**src/rtl/alu_scheduler_if.sv**
```systemverilog
// Request/response bundle between the ALU requesters and alu_scheduler.
// Operand and op-code fields are packed per requester, requester i in the i-th slice.
interface alu_scheduler_if #(
    parameter int NUM_REQ = 4
);
    logic [NUM_REQ-1:0]    req_valid;
    logic [NUM_REQ-1:0]    req_ready;
    logic [NUM_REQ*32-1:0] req_a;
    logic [NUM_REQ*32-1:0] req_b;
    logic [NUM_REQ*5-1:0]  req_op;
    logic                  rsp_valid;
    logic                  rsp_ready;
    logic [1:0]            rsp_id;
    logic [63:0]           rsp_result;
    logic [3:0]            rsp_flags;
    logic                  rsp_err;

    modport master (
        output req_valid, req_a, req_b, req_op, rsp_ready,
        input  req_ready, rsp_valid, rsp_id, rsp_result, rsp_flags, rsp_err
    );

    modport slave (
        input  req_valid, req_a, req_b, req_op, rsp_ready,
        output req_ready, rsp_valid, rsp_id, rsp_result, rsp_flags, rsp_err
    );
endinterface

```
**src/rtl/alu_scheduler.sv**
```systemverilog
// Round-robin scheduler sharing one multicycle ALU between up to four requesters;
// one operation in flight, result and flags returned over a valid/ready channel.
module alu_scheduler #(
    parameter int NUM_REQ   = 4,
    parameter int LAT_LOGIC = 1,
    parameter int LAT_MUL   = 2,
    parameter int LAT_FPU   = 3
) (
    input  logic           clk,
    input  logic           rst_n,
    alu_scheduler_if.slave bus,
    output logic [31:0]    alu_a,
    output logic [31:0]    alu_b,
    output logic [4:0]     alu_ctrl,
    input  logic [63:0]    alu_result,
    input  logic           alu_v,
    input  logic           alu_c,
    input  logic           alu_z,
    input  logic           alu_n
);
    typedef enum logic [1:0] {
        ST_IDLE = 2'd0,
        ST_EXEC = 2'd1,
        ST_RESP = 2'd2
    } state_t;

    state_t      state_r;
    state_t      state_nxt_s;
    logic [1:0]  rr_ptr_r;
    logic [1:0]  grant_id_s;
    logic        grant_valid_s;
    logic        accept_s;
    logic        legal_s;
    int          best_off_s;
    logic [4:0]  op_arr_s [NUM_REQ];
    logic [31:0] a_arr_s  [NUM_REQ];
    logic [31:0] b_arr_s  [NUM_REQ];
    logic [4:0]  grant_op_s;
    logic [7:0]  cnt_r;
    logic [1:0]  rsp_id_r;
    logic [63:0] rsp_result_r;
    logic [3:0]  rsp_flags_r;
    logic        rsp_err_r;
    logic [31:0] alu_a_r;
    logic [31:0] alu_b_r;
    logic [4:0]  alu_ctrl_r;

    function automatic logic op_legal(input logic [4:0] op);
        case (op)
            5'b00000, 5'b00001, 5'b00010, 5'b00011,
            5'b00100, 5'b00101, 5'b00110, 5'b00111,
            5'b10000, 5'b10001: op_legal = 1'b1;
            default:            op_legal = 1'b0;
        endcase
    endfunction

    function automatic logic [7:0] op_latency(input logic [4:0] op);
        case (op)
            5'b00010:           op_latency = 8'(LAT_MUL);
            5'b10000, 5'b10001: op_latency = 8'(LAT_FPU);
            default:            op_latency = 8'(LAT_LOGIC);
        endcase
    endfunction

    // Split the packed request buses into per-requester fields.
    always_comb begin
        for (int j = 0; j < NUM_REQ; j++) begin
            op_arr_s[j] = bus.req_op[5*j +: 5];
            a_arr_s[j]  = bus.req_a[32*j +: 32];
            b_arr_s[j]  = bus.req_b[32*j +: 32];
        end
    end

    // Round-robin pick: the valid requester closest above rr_ptr (modulo NUM_REQ) wins.
    always_comb begin
        best_off_s = NUM_REQ;
        grant_id_s = 2'd0;
        for (int j = 0; j < NUM_REQ; j++) begin
            if (bus.req_valid[j] && (((j + NUM_REQ - int'(rr_ptr_r)) % NUM_REQ) < best_off_s)) begin
                best_off_s = (j + NUM_REQ - int'(rr_ptr_r)) % NUM_REQ;
                grant_id_s = 2'(j);
            end else begin
                grant_id_s = grant_id_s;
            end
        end
        grant_valid_s = (best_off_s < NUM_REQ);
        grant_op_s    = op_arr_s[grant_id_s];
        legal_s       = op_legal(grant_op_s);
    end

    // State register.
    always_ff @(posedge clk or negedge rst_n) begin
        if (!rst_n) begin
            state_r <= ST_IDLE;
        end else begin
            state_r <= state_nxt_s;
        end
    end

    // Next-state logic; illegal ops skip EXEC and answer straight away.
    always_comb begin
        state_nxt_s = state_r;
        case (state_r)
            ST_IDLE: begin
                if (accept_s) state_nxt_s = legal_s ? ST_EXEC : ST_RESP;
                else          state_nxt_s = ST_IDLE;
            end
            ST_EXEC: begin
                if (cnt_r == 8'd1) state_nxt_s = ST_RESP;
                else               state_nxt_s = ST_EXEC;
            end
            ST_RESP: begin
                if (bus.rsp_ready) state_nxt_s = ST_IDLE;
                else               state_nxt_s = ST_RESP;
            end
            default: state_nxt_s = ST_IDLE;
        endcase
    end

    // Outputs decoded from state: grants are offered only while idle.
    always_comb begin
        accept_s = (state_r == ST_IDLE) && grant_valid_s;
        if (accept_s) begin
            bus.req_ready = {{(NUM_REQ-1){1'b0}}, 1'b1} << grant_id_s;
        end else begin
            bus.req_ready = '0;
        end
        bus.rsp_valid = (state_r == ST_RESP);
    end

    // Datapath: operand load on accept, latency countdown, result capture.
    always_ff @(posedge clk or negedge rst_n) begin
        if (!rst_n) begin
            rr_ptr_r     <= 2'd0;
            cnt_r        <= 8'd0;
            rsp_id_r     <= 2'd0;
            rsp_result_r <= 64'd0;
            rsp_flags_r  <= 4'd0;
            rsp_err_r    <= 1'b0;
            alu_a_r      <= 32'd0;
            alu_b_r      <= 32'd0;
            alu_ctrl_r   <= 5'd0;
        end else begin
            case (state_r)
                ST_IDLE: begin
                    if (accept_s) begin
                        rr_ptr_r <= 2'((int'(grant_id_s) + 1) % NUM_REQ);
                        rsp_id_r <= grant_id_s;
                        if (legal_s) begin
                            alu_a_r    <= a_arr_s[grant_id_s];
                            alu_b_r    <= b_arr_s[grant_id_s];
                            alu_ctrl_r <= grant_op_s;
                            cnt_r      <= op_latency(grant_op_s);
                        end else begin
                            rsp_err_r    <= 1'b1;
                            rsp_result_r <= 64'd0;
                            rsp_flags_r  <= 4'd0;
                        end
                    end
                end
                ST_EXEC: begin
                    cnt_r <= cnt_r - 8'd1;
                    if (cnt_r == 8'd1) begin
                        rsp_result_r <= alu_result;
                        rsp_flags_r  <= {alu_v, alu_c, alu_z, alu_n};
                        rsp_err_r    <= 1'b0;
                    end
                end
                default: begin
                    cnt_r <= cnt_r;
                end
            endcase
        end
    end

    assign bus.rsp_id     = rsp_id_r;
    assign bus.rsp_result = rsp_result_r;
    assign bus.rsp_flags  = rsp_flags_r;
    assign bus.rsp_err    = rsp_err_r;
    assign alu_a          = alu_a_r;
    assign alu_b          = alu_b_r;
    assign alu_ctrl       = alu_ctrl_r;
endmodule

```
**src/flat_wrapper.sv**
```systemverilog
// flat-port wrapper written by rule: the top's interface ports become plain ports
module alu_scheduler_flat 
#(
    parameter int NUM_REQ   = 4,
    parameter int LAT_LOGIC = 1,
    parameter int LAT_MUL   = 2,
    parameter int LAT_FPU   = 3
)
  (clk, rst_n, alu_a, alu_b, alu_ctrl, alu_result, alu_v, alu_c, alu_z, alu_n, bus_req_valid, bus_req_a, bus_req_b, bus_req_op, bus_rsp_ready, bus_req_ready, bus_rsp_valid, bus_rsp_id, bus_rsp_result, bus_rsp_flags, bus_rsp_err);
  alu_scheduler_if #(.NUM_REQ(NUM_REQ)) bus_i ();
  input  logic clk;
  input  logic rst_n;
  output logic [31:0] alu_a;
  output logic [31:0] alu_b;
  output logic [4:0] alu_ctrl;
  input  logic [63:0] alu_result;
  input  logic alu_v;
  input  logic alu_c;
  input  logic alu_z;
  input  logic alu_n;
  input wire logic [$bits(bus_i.req_valid)-1:0] bus_req_valid;
  input wire logic [$bits(bus_i.req_a)-1:0] bus_req_a;
  input wire logic [$bits(bus_i.req_b)-1:0] bus_req_b;
  input wire logic [$bits(bus_i.req_op)-1:0] bus_req_op;
  input wire logic [$bits(bus_i.rsp_ready)-1:0] bus_rsp_ready;
  output wire logic [$bits(bus_i.req_ready)-1:0] bus_req_ready;
  output wire logic [$bits(bus_i.rsp_valid)-1:0] bus_rsp_valid;
  output wire logic [$bits(bus_i.rsp_id)-1:0] bus_rsp_id;
  output wire logic [$bits(bus_i.rsp_result)-1:0] bus_rsp_result;
  output wire logic [$bits(bus_i.rsp_flags)-1:0] bus_rsp_flags;
  output wire logic [$bits(bus_i.rsp_err)-1:0] bus_rsp_err;
  assign bus_i.req_valid = bus_req_valid;
  assign bus_i.req_a = bus_req_a;
  assign bus_i.req_b = bus_req_b;
  assign bus_i.req_op = bus_req_op;
  assign bus_i.rsp_ready = bus_rsp_ready;
  assign bus_req_ready = bus_i.req_ready;
  assign bus_rsp_valid = bus_i.rsp_valid;
  assign bus_rsp_id = bus_i.rsp_id;
  assign bus_rsp_result = bus_i.rsp_result;
  assign bus_rsp_flags = bus_i.rsp_flags;
  assign bus_rsp_err = bus_i.rsp_err;
  alu_scheduler #(.NUM_REQ(NUM_REQ), .LAT_LOGIC(LAT_LOGIC), .LAT_MUL(LAT_MUL), .LAT_FPU(LAT_FPU)) u_core (.clk(clk), .rst_n(rst_n), .bus(bus_i), .alu_a(alu_a), .alu_b(alu_b), .alu_ctrl(alu_ctrl), .alu_result(alu_result), .alu_v(alu_v), .alu_c(alu_c), .alu_z(alu_z), .alu_n(alu_n));
endmodule
```
**config.mk**
```make
export PLATFORM = sky130hd
export DESIGN_NAME = alu_scheduler_flat
export DESIGN_NICKNAME = d
export VERILOG_FILES = /design/src/rtl/alu_scheduler_if.sv /design/src/rtl/alu_scheduler.sv /design/src/flat_wrapper.sv
export SDC_FILE = /design/constraint.sdc
export NUM_CORES = 1
export LEC_CHECK = 0
export ABC_AREA = 1
export CAP_MARGIN = 20
export CORE_AREA = 2 2 193 195
export DETAILED_ROUTE_END_ITERATION = 10
export DIE_AREA = 0 0 195 197
export SKIP_LAST_GASP = 1
export SYNTH_ARGS = -nofsm -noshare
export SYNTH_HDL_FRONTEND = slang
export SYNTH_SLANG_ARGS = --single-unit
export TNS_END_PERCENT = 20
```
**constraint.sdc**
```tcl
create_clock -name clk -period 4.7 [get_ports clk]
set_input_delay 0.94 -clock clk [delete_from_list [all_inputs] [get_ports clk]]
set_output_delay 0.94 -clock clk [all_outputs]
set_load 0.01 [all_outputs]
```
# Word level (Yosys, flattened, before mapping)
# Memory sizes are Yosys's and may differ from the RTL's.
# Index checks and enable logic that the tools add are counted.
dict set report op_classes {
  add_sub_neg 6
  multipliers 0
  div_mod_pow 0
  magnitude_cmp 6
  n_eq_ne 10
  shifts 1
  n_mux 38
  bitwise_logic 5
  n_reduce_logical 16
}
# operator n
set op_table {}
lappend op_table {{two-way mux 32 bit} 8}
lappend op_table {{two-way mux 64 bit} 3}
lappend op_table {{binary-select mux 32 bit (select 2 bit)} 2}
lappend op_table {{one-hot mux 64 bit (2 select lines)} 1}
lappend op_table {{less-than comparator 3 x 32 -> 1 bit} 3}
lappend op_table {{less-than comparator 32 x 4 -> 1 bit (second input constant)} 1}
lappend op_table {{two-way mux 4 bit} 4}
lappend op_table {{two-way mux 8 bit} 2}
lappend op_table {{one-hot mux 8 bit (2 select lines)} 1}
lappend op_table {{subtractor 3 x 2 -> 4 bit (first input constant)} 4}
lappend op_table {{two-way mux 2 bit} 6}
lappend op_table {{binary-select mux 5 bit (select 2 bit)} 1}
lappend op_table {{equality test 5 bit (second input constant)} 2}
lappend op_table {{two-way mux 5 bit} 2}
lappend op_table {{OR reduction 2 bit} 5}
lappend op_table {{equality test 8 x 1 -> 1 bit (second input constant)} 1}
lappend op_table {{one-hot mux 4 bit (2 select lines)} 1}
lappend op_table {{subtractor 8 x 1 -> 8 bit (second input constant)} 1}
lappend op_table {{!= test 2 x 1 -> 1 bit (second input constant)} 3}
lappend op_table {{one-hot mux 2 bit (3 select lines)} 1}
lappend op_table {{AND reduction 3 bit} 2}
lappend op_table {{equality test 5 x 2 -> 1 bit (second input constant)} 1}
lappend op_table {{logical AND 1 bit} 5}
lappend op_table {{bitwise AND 1 bit} 4}
lappend op_table {{other kinds (15)} 18}
dict set report totals {
  regBits 152
  latch_bits 0
  ramBits 0
  romBits 32
  inputBits 351
  out_inout_bits 145
  word_cells 93
  n_memories 1
}
# memory words word_bits rd rd_ports_with_merged_regs wr line
set memory_table {}
lappend memory_table {{(no name shown)} 32 1 1 0 0 alu_scheduler.sv:49} ;# case (op)

# Logic depth before layout (Yosys ltp)
dict set report logic_depth {
  word_depth 25
  ltp_mapped 29
  mapped_depth_nobuf 26
}

# Least setup slack after synthesis
# No wires, ideal clock.
dict set report synth_path {
  path_kind {input port to output port}
  startpoint {input bus_req_valid[0]}
  endpoint {output bus_req_ready[1]}
  t_arrival_ps 3603
  t_required_ps 3760
  slack_ps 157
  stages 22
  n_path_buf 2
  path_cell_list {nor2_2 -> inv_2 -> o211ai_1 -> ha_1 -> inv_1 -> nor2_1 -> nand2_1 -> nand3_4 -> nand2_1 -> o21ai_0 -> ha_1 -> inv_1 -> nor2_1 -> nand2_2 -> nand3_2 -> nand2_2 -> inv_1 -> clkbuf_1 -> clkbuf_1 -> ha_1 -> inv_1 -> nor2_1}
}
dict set report synth_via {
  elab_chain_cells 14
  word_cells_on_any_way 18
  classes_between {4 x order compare; 1 x shift; 8 x mux; 5 x reduce/logical}
}
# element line
set synth_lines {}
lappend synth_lines {{start, declared} flat_wrapper.sv:21} ;# input wire logic [$bits(bus_i.req_valid)-1:0] bus_req_valid;
lappend synth_lines {{logical AND 1 bit (*)} alu_scheduler.sv:79} ;# if (bus.req_valid[j] && (((j + NUM_REQ - int'(rr_ptr_r)) % NUM_REQ) < best_off_s)) begin
lappend synth_lines {{two-way mux 32 bit (*)} alu_scheduler.sv:79}
lappend synth_lines {{less-than comparator 3 x 32 -> 1 bit} alu_scheduler.sv:79}
lappend synth_lines {{logical AND 1 bit} alu_scheduler.sv:79}
lappend synth_lines {{two-way mux 32 bit} alu_scheduler.sv:79}
lappend synth_lines {{less-than comparator 3 x 32 -> 1 bit} alu_scheduler.sv:79}
lappend synth_lines {{logical AND 1 bit} alu_scheduler.sv:79}
lappend synth_lines {{two-way mux 32 bit} alu_scheduler.sv:79}
lappend synth_lines {{less-than comparator 3 x 32 -> 1 bit} alu_scheduler.sv:79}
lappend synth_lines {{logical AND 1 bit} alu_scheduler.sv:79}
lappend synth_lines {{two-way mux 32 bit} alu_scheduler.sv:79}
lappend synth_lines {{less-than comparator 32 x 4 -> 1 bit} alu_scheduler.sv:86} ;# grant_valid_s = (best_off_s < NUM_REQ);
lappend synth_lines {{logical AND 1 bit} alu_scheduler.sv:122} ;# accept_s = (state_r == ST_IDLE) && grant_valid_s;
lappend synth_lines {{two-way mux 4 bit (*)} alu_scheduler.sv:123} ;# if (accept_s) begin
lappend synth_lines {{end, declared} flat_wrapper.sv:26} ;# output wire logic [$bits(bus_i.req_ready)-1:0] bus_req_ready;
# Mark *: on every way between the ends. The rest lies on a longest branch, timed or not.

# Worst setup path in the final report
dict set report layout_path {
  startpoint {input bus_req_valid[1]}
  endpoint {output bus_req_ready[3]}
}
dict set report layout_via {
  elab_chain_cells 11
  word_cells_on_any_way 15
  classes_between {3 x order compare; 1 x shift; 7 x mux; 4 x reduce/logical}
}
# element line
set layout_lines {}
lappend layout_lines {{logical AND 1 bit (*)} alu_scheduler.sv:79}
lappend layout_lines {{two-way mux 32 bit} alu_scheduler.sv:79}
lappend layout_lines {{less-than comparator 3 x 32 -> 1 bit} alu_scheduler.sv:79}
lappend layout_lines {{logical AND 1 bit} alu_scheduler.sv:79}
lappend layout_lines {{two-way mux 32 bit} alu_scheduler.sv:79}
lappend layout_lines {{less-than comparator 3 x 32 -> 1 bit} alu_scheduler.sv:79}
lappend layout_lines {{logical AND 1 bit} alu_scheduler.sv:79}
lappend layout_lines {{two-way mux 32 bit} alu_scheduler.sv:79}
lappend layout_lines {{less-than comparator 32 x 4 -> 1 bit} alu_scheduler.sv:86}
lappend layout_lines {{logical AND 1 bit} alu_scheduler.sv:122}
lappend layout_lines {{two-way mux 4 bit (*)} alu_scheduler.sv:123}
# Marked as above.

==> run summary <==
Die ar. - 38400 sq um
CP Max Fanout - 4
post-synthesis sequential area ratio - 46.4%
number of synthesized register bits - 152
Hold Fails Final Rpt - 0
clk_skew - 0.0118 ns
total CTS buffers - 17
Sequential Power Share - 21.3%
cell taking the most area after synthesis - dfrtp_1
row count - 70
Async SR Flop Fraction - 100%
FF-to-FF path depth - 27
CTS Root Cell - clkbuf_16
VDD IR max - 457 uV
worst setup path class - in2out
DP HPWL - 27600 um
post-synthesis cell area - 8200 sq um
critical path required time - 3.76 ns
vias in the first global route - 9747
Seq. cell area - 3800 sq um
drc violations - 0
total track usage - 19.0%
Psw - 0.00467 W
PortBufs - 495
via/cell ratio - 4.46
Int Pwr - 0.00513 W
DIE HEIGHT - 197 um
Post-DP Area - 13800 sq um
IO Count - 496
# clock sinks - 152
Worst EP arrival - 3.44 ns
Mapped Cells - 1155
Avg Synthesized Cell Area - 7.10 sq um
Min Hold Slack - 0.469 ns
TritonCTS clock tree - built
clock-pin slew on the worst setup and hold paths - 0.07 ns
design area - 14400 sq um
Final Cycle Share - 93.1%
Max clock buf depth - 2
top post-synthesis cells by area - dfrtp_1 46%, nand2_1 21%, o21ai_0 8.9%
Tightest Pin Transition - 0.907 ns
Final Wtd Congestion - 0.935
Slowest-stage cell, CP - dlygate4sd2_1
largest net degree at the start of global routing - 95
synth warn - 0
Post-synth EDFFs - 0
Sw Ratio - 47.6%
CP most frequent cell - inv_1
die width - 195 um
WP buf/inv - 7
core area - 36300 sq um
Synth cell types - 31
area grow syn2layout - 76.2%
Slew Limit Fails - 0
first-pass GRT wire length - 56200 um
R2R Setup Slk - 0.53 ns
Logic pwr share - 64.1%
Multi-input gate area - 3920 sq um
DR iter-0 viols - 485
FILL cells - 3843
worst skew pair latency - 0.42 ns
hold_buf cts - 0
Critical R2R Launch - u_core.rr_ptr_r[0]
Setup violations, final - 0
H-tree levels - 4
Lkg Pwr - 6.64 nW
Final Net Count - 2000
setup TNS - 0 ns
Final min period - 4.38 ns
status - complete, no violations
layout cells sized above 1 - 6.41%
Synth top area share - 46.4%
critical path's largest stage delay - 0.29 ns
initial antenna violation count - 5
FF-to-FF End - u_core.bus.rsp_result[50]
fmax - 228 MHz
Hold Path Class - reg2reg
syn_nets - 1514
RSZ-0062 raised after global routing - false
CP Launch Type - input pin
Worst Setup EP - bus_req_ready[3]
Critical Path End Type - output pin
relative slew slack - 39.5%
Clk pwr share - 14.6%
Critical Path Start - bus_req_valid[1]
maxcap violations - 0
drt pass-1 iters - 4
WL final - 37100 um
critical path depth in cells - 21
routed vias - 9476
Power Density - 678 nW/um^2
Top delay family on crit path - buffers and inverters
WL/cell - 17.4 um
Final ANT Viol Nets - 0
ys flop type - dfrtp_1
CP Cell Sequence - clkbuf_2 > inv_1 > o211ai_1 > ha_1 > inv_1 > nor2_1 > nand2_1 > nand3_4 > nand2_1 > o21ai_0 > ha_1 > inv_1 > nor2_2 > nand2_2 > nand3_4 > nand2_4 > buf_4 > ha_1 > inv_1 > nor2_1 > dlygate4sd2_1
Initial Utilization - 22.6%
total congestion overflow - 0
[kinds of logic after synthesis]
family                     share of synthesized area, %
xor gates and xnor gates                          0.214
and+or+nand+nor                                    31.4
adders and majority gates                          1.22
AOI/OAI and AO/OA                                  14.5
DFF                                                46.4
buffers and inverters                              6.21
[worst min-delay path: cells and delay by family (launching register included)]
family | cells | cell delay [ns]
flops | 1 | 0.34
simple gates | 2 | 0.09
[repair_timing]
| action | 4_1_cts | 5_1_grt |
|---|---|---|
| pin swaps | 1 | 3 |
| setup buffers | 1 | 2 |
| setup endpoints to repair | 131 | 148 |
| resized for setup | 11 | 8 |
| gates cloned | 0 | 0 |
[cell usage after synthesis (4+ instances only)]
master and count:
o21ai_0 146, dfrtp_1 152, nor2_1 151, buf_4 4
nand3_1 27, buf_2 14, inv_1 44, nand2_2 7
o22ai_1 64, buf_6 4, nand4_1 5, clkbuf_1 48
ha_1 8, nand2_1 457
[worst min-delay path by stage]
stage,cells after the start,to,start,slack (ns)
after floorplan,2,u_core.cnt_r[1],u_core.cnt_r[1],0.50
after global placement,2,u_core.bus.rsp_result[42],u_core.bus.rsp_result[42],0.45
after detailed placement,2,u_core.bus.rsp_result[30],u_core.bus.rsp_result[30],0.46
after CTS,2,u_core.bus.rsp_result[30],u_core.bus.rsp_result[30],0.47
after global routing,2,u_core.bus.rsp_result[11],u_core.bus.rsp_result[11],0.49
final,2,u_core.bus.rsp_result[30],u_core.bus.rsp_result[30],0.47
[per-layer routing]
layer | vias to the layer above | part of all wire [%] | global-route usage, %
met5 | - | 0 | 0
met4 | 0 | 2.9 | 6.81
met3 | 50 | 6.0 | 4.23
met2 | 346 | 50 | 33.0
met1 | 4392 | 41 | 23.1
li1 | 4688 | - | -
[state kept, by name, summed over array words and instances (netlist names), 2 cells and up]
name / cells
u_core.alu_ctrl: 5
u_core.alu_b: 32
u_core.rr_ptr_r: 2
u_core.bus.rsp_flags: 4
u_core.state_r: 2
u_core.alu_a: 32
u_core.cnt_r: 8
u_core.bus.rsp_result: 64
u_core.bus.rsp_id: 2
[cell type report]
type	instances	share of cell area, %
timing repair buffer	539	37.0
clock inverter	14	1.09
inverter	47	1.22
multi-input combinational	884	27.1
clock buffer	18	3.04
antenna	5	0.0866
tap	468	4.05
sequential	152	26.3
[power by group through the flow]
| stage | Sequential [W] | Clock (W) | Combinational (W) |
|---|---|---|---|
| after floorplan | 0.00227 | 0 | 0.00327 |
| after global placement | 0.00209 | 0 | 0.00631 |
| after detailed placement | 0.00210 | 0 | 0.00635 |
| after CTS | 0.00209 | 0.00149 | 0.00636 |
| after global routing | 0.00215 | 0.00154 | 0.00696 |
| final | 0.00208 | 0.00143 | 0.00628 |
[through the flow]
| stage | power [W] | utilization (%) | std cells | setup WS (ns) |
|---|---|---|---|---|
| 5_1_grt | 0.0106 | 39.8 | 2127 | 0.0114 |
| 3_5_place_dp | 0.00844 | 38.1 | 2087 | -0.517 |
| 4_1_cts | 0.00994 | 39.7 | 2120 | 0.0974 |
| 3_3_place_gp | 0.00839 | 38.1 | 2087 | -0.477 |
| 2_1_floorplan | 0.00554 | - | 1155 | 0.157 |
| 6_report | 0.00979 | 39.8 | 2127 | 0.323 |
[layout by cell type (no fill, tap or decap), drive strengths merged]
master and n:
inv 53, ha 8, nand2 466, clkinv 7
dfrtp 152, diode 5, clkdlybuf4s15 1, o21bai 1
o2111ai 2, buf 46, o22ai 64, nand4 5
or2 1, clkbuf 20, bufinv 1, dlygate4sd2 2
clkdlybuf4s50 488, nor3 2, nand3 29, xor2 1
nor2 153, o211ai 1, xnor2 1, o21ai 148
a21oi 2
Note: power is estimated with default switching activity, not from simulation.
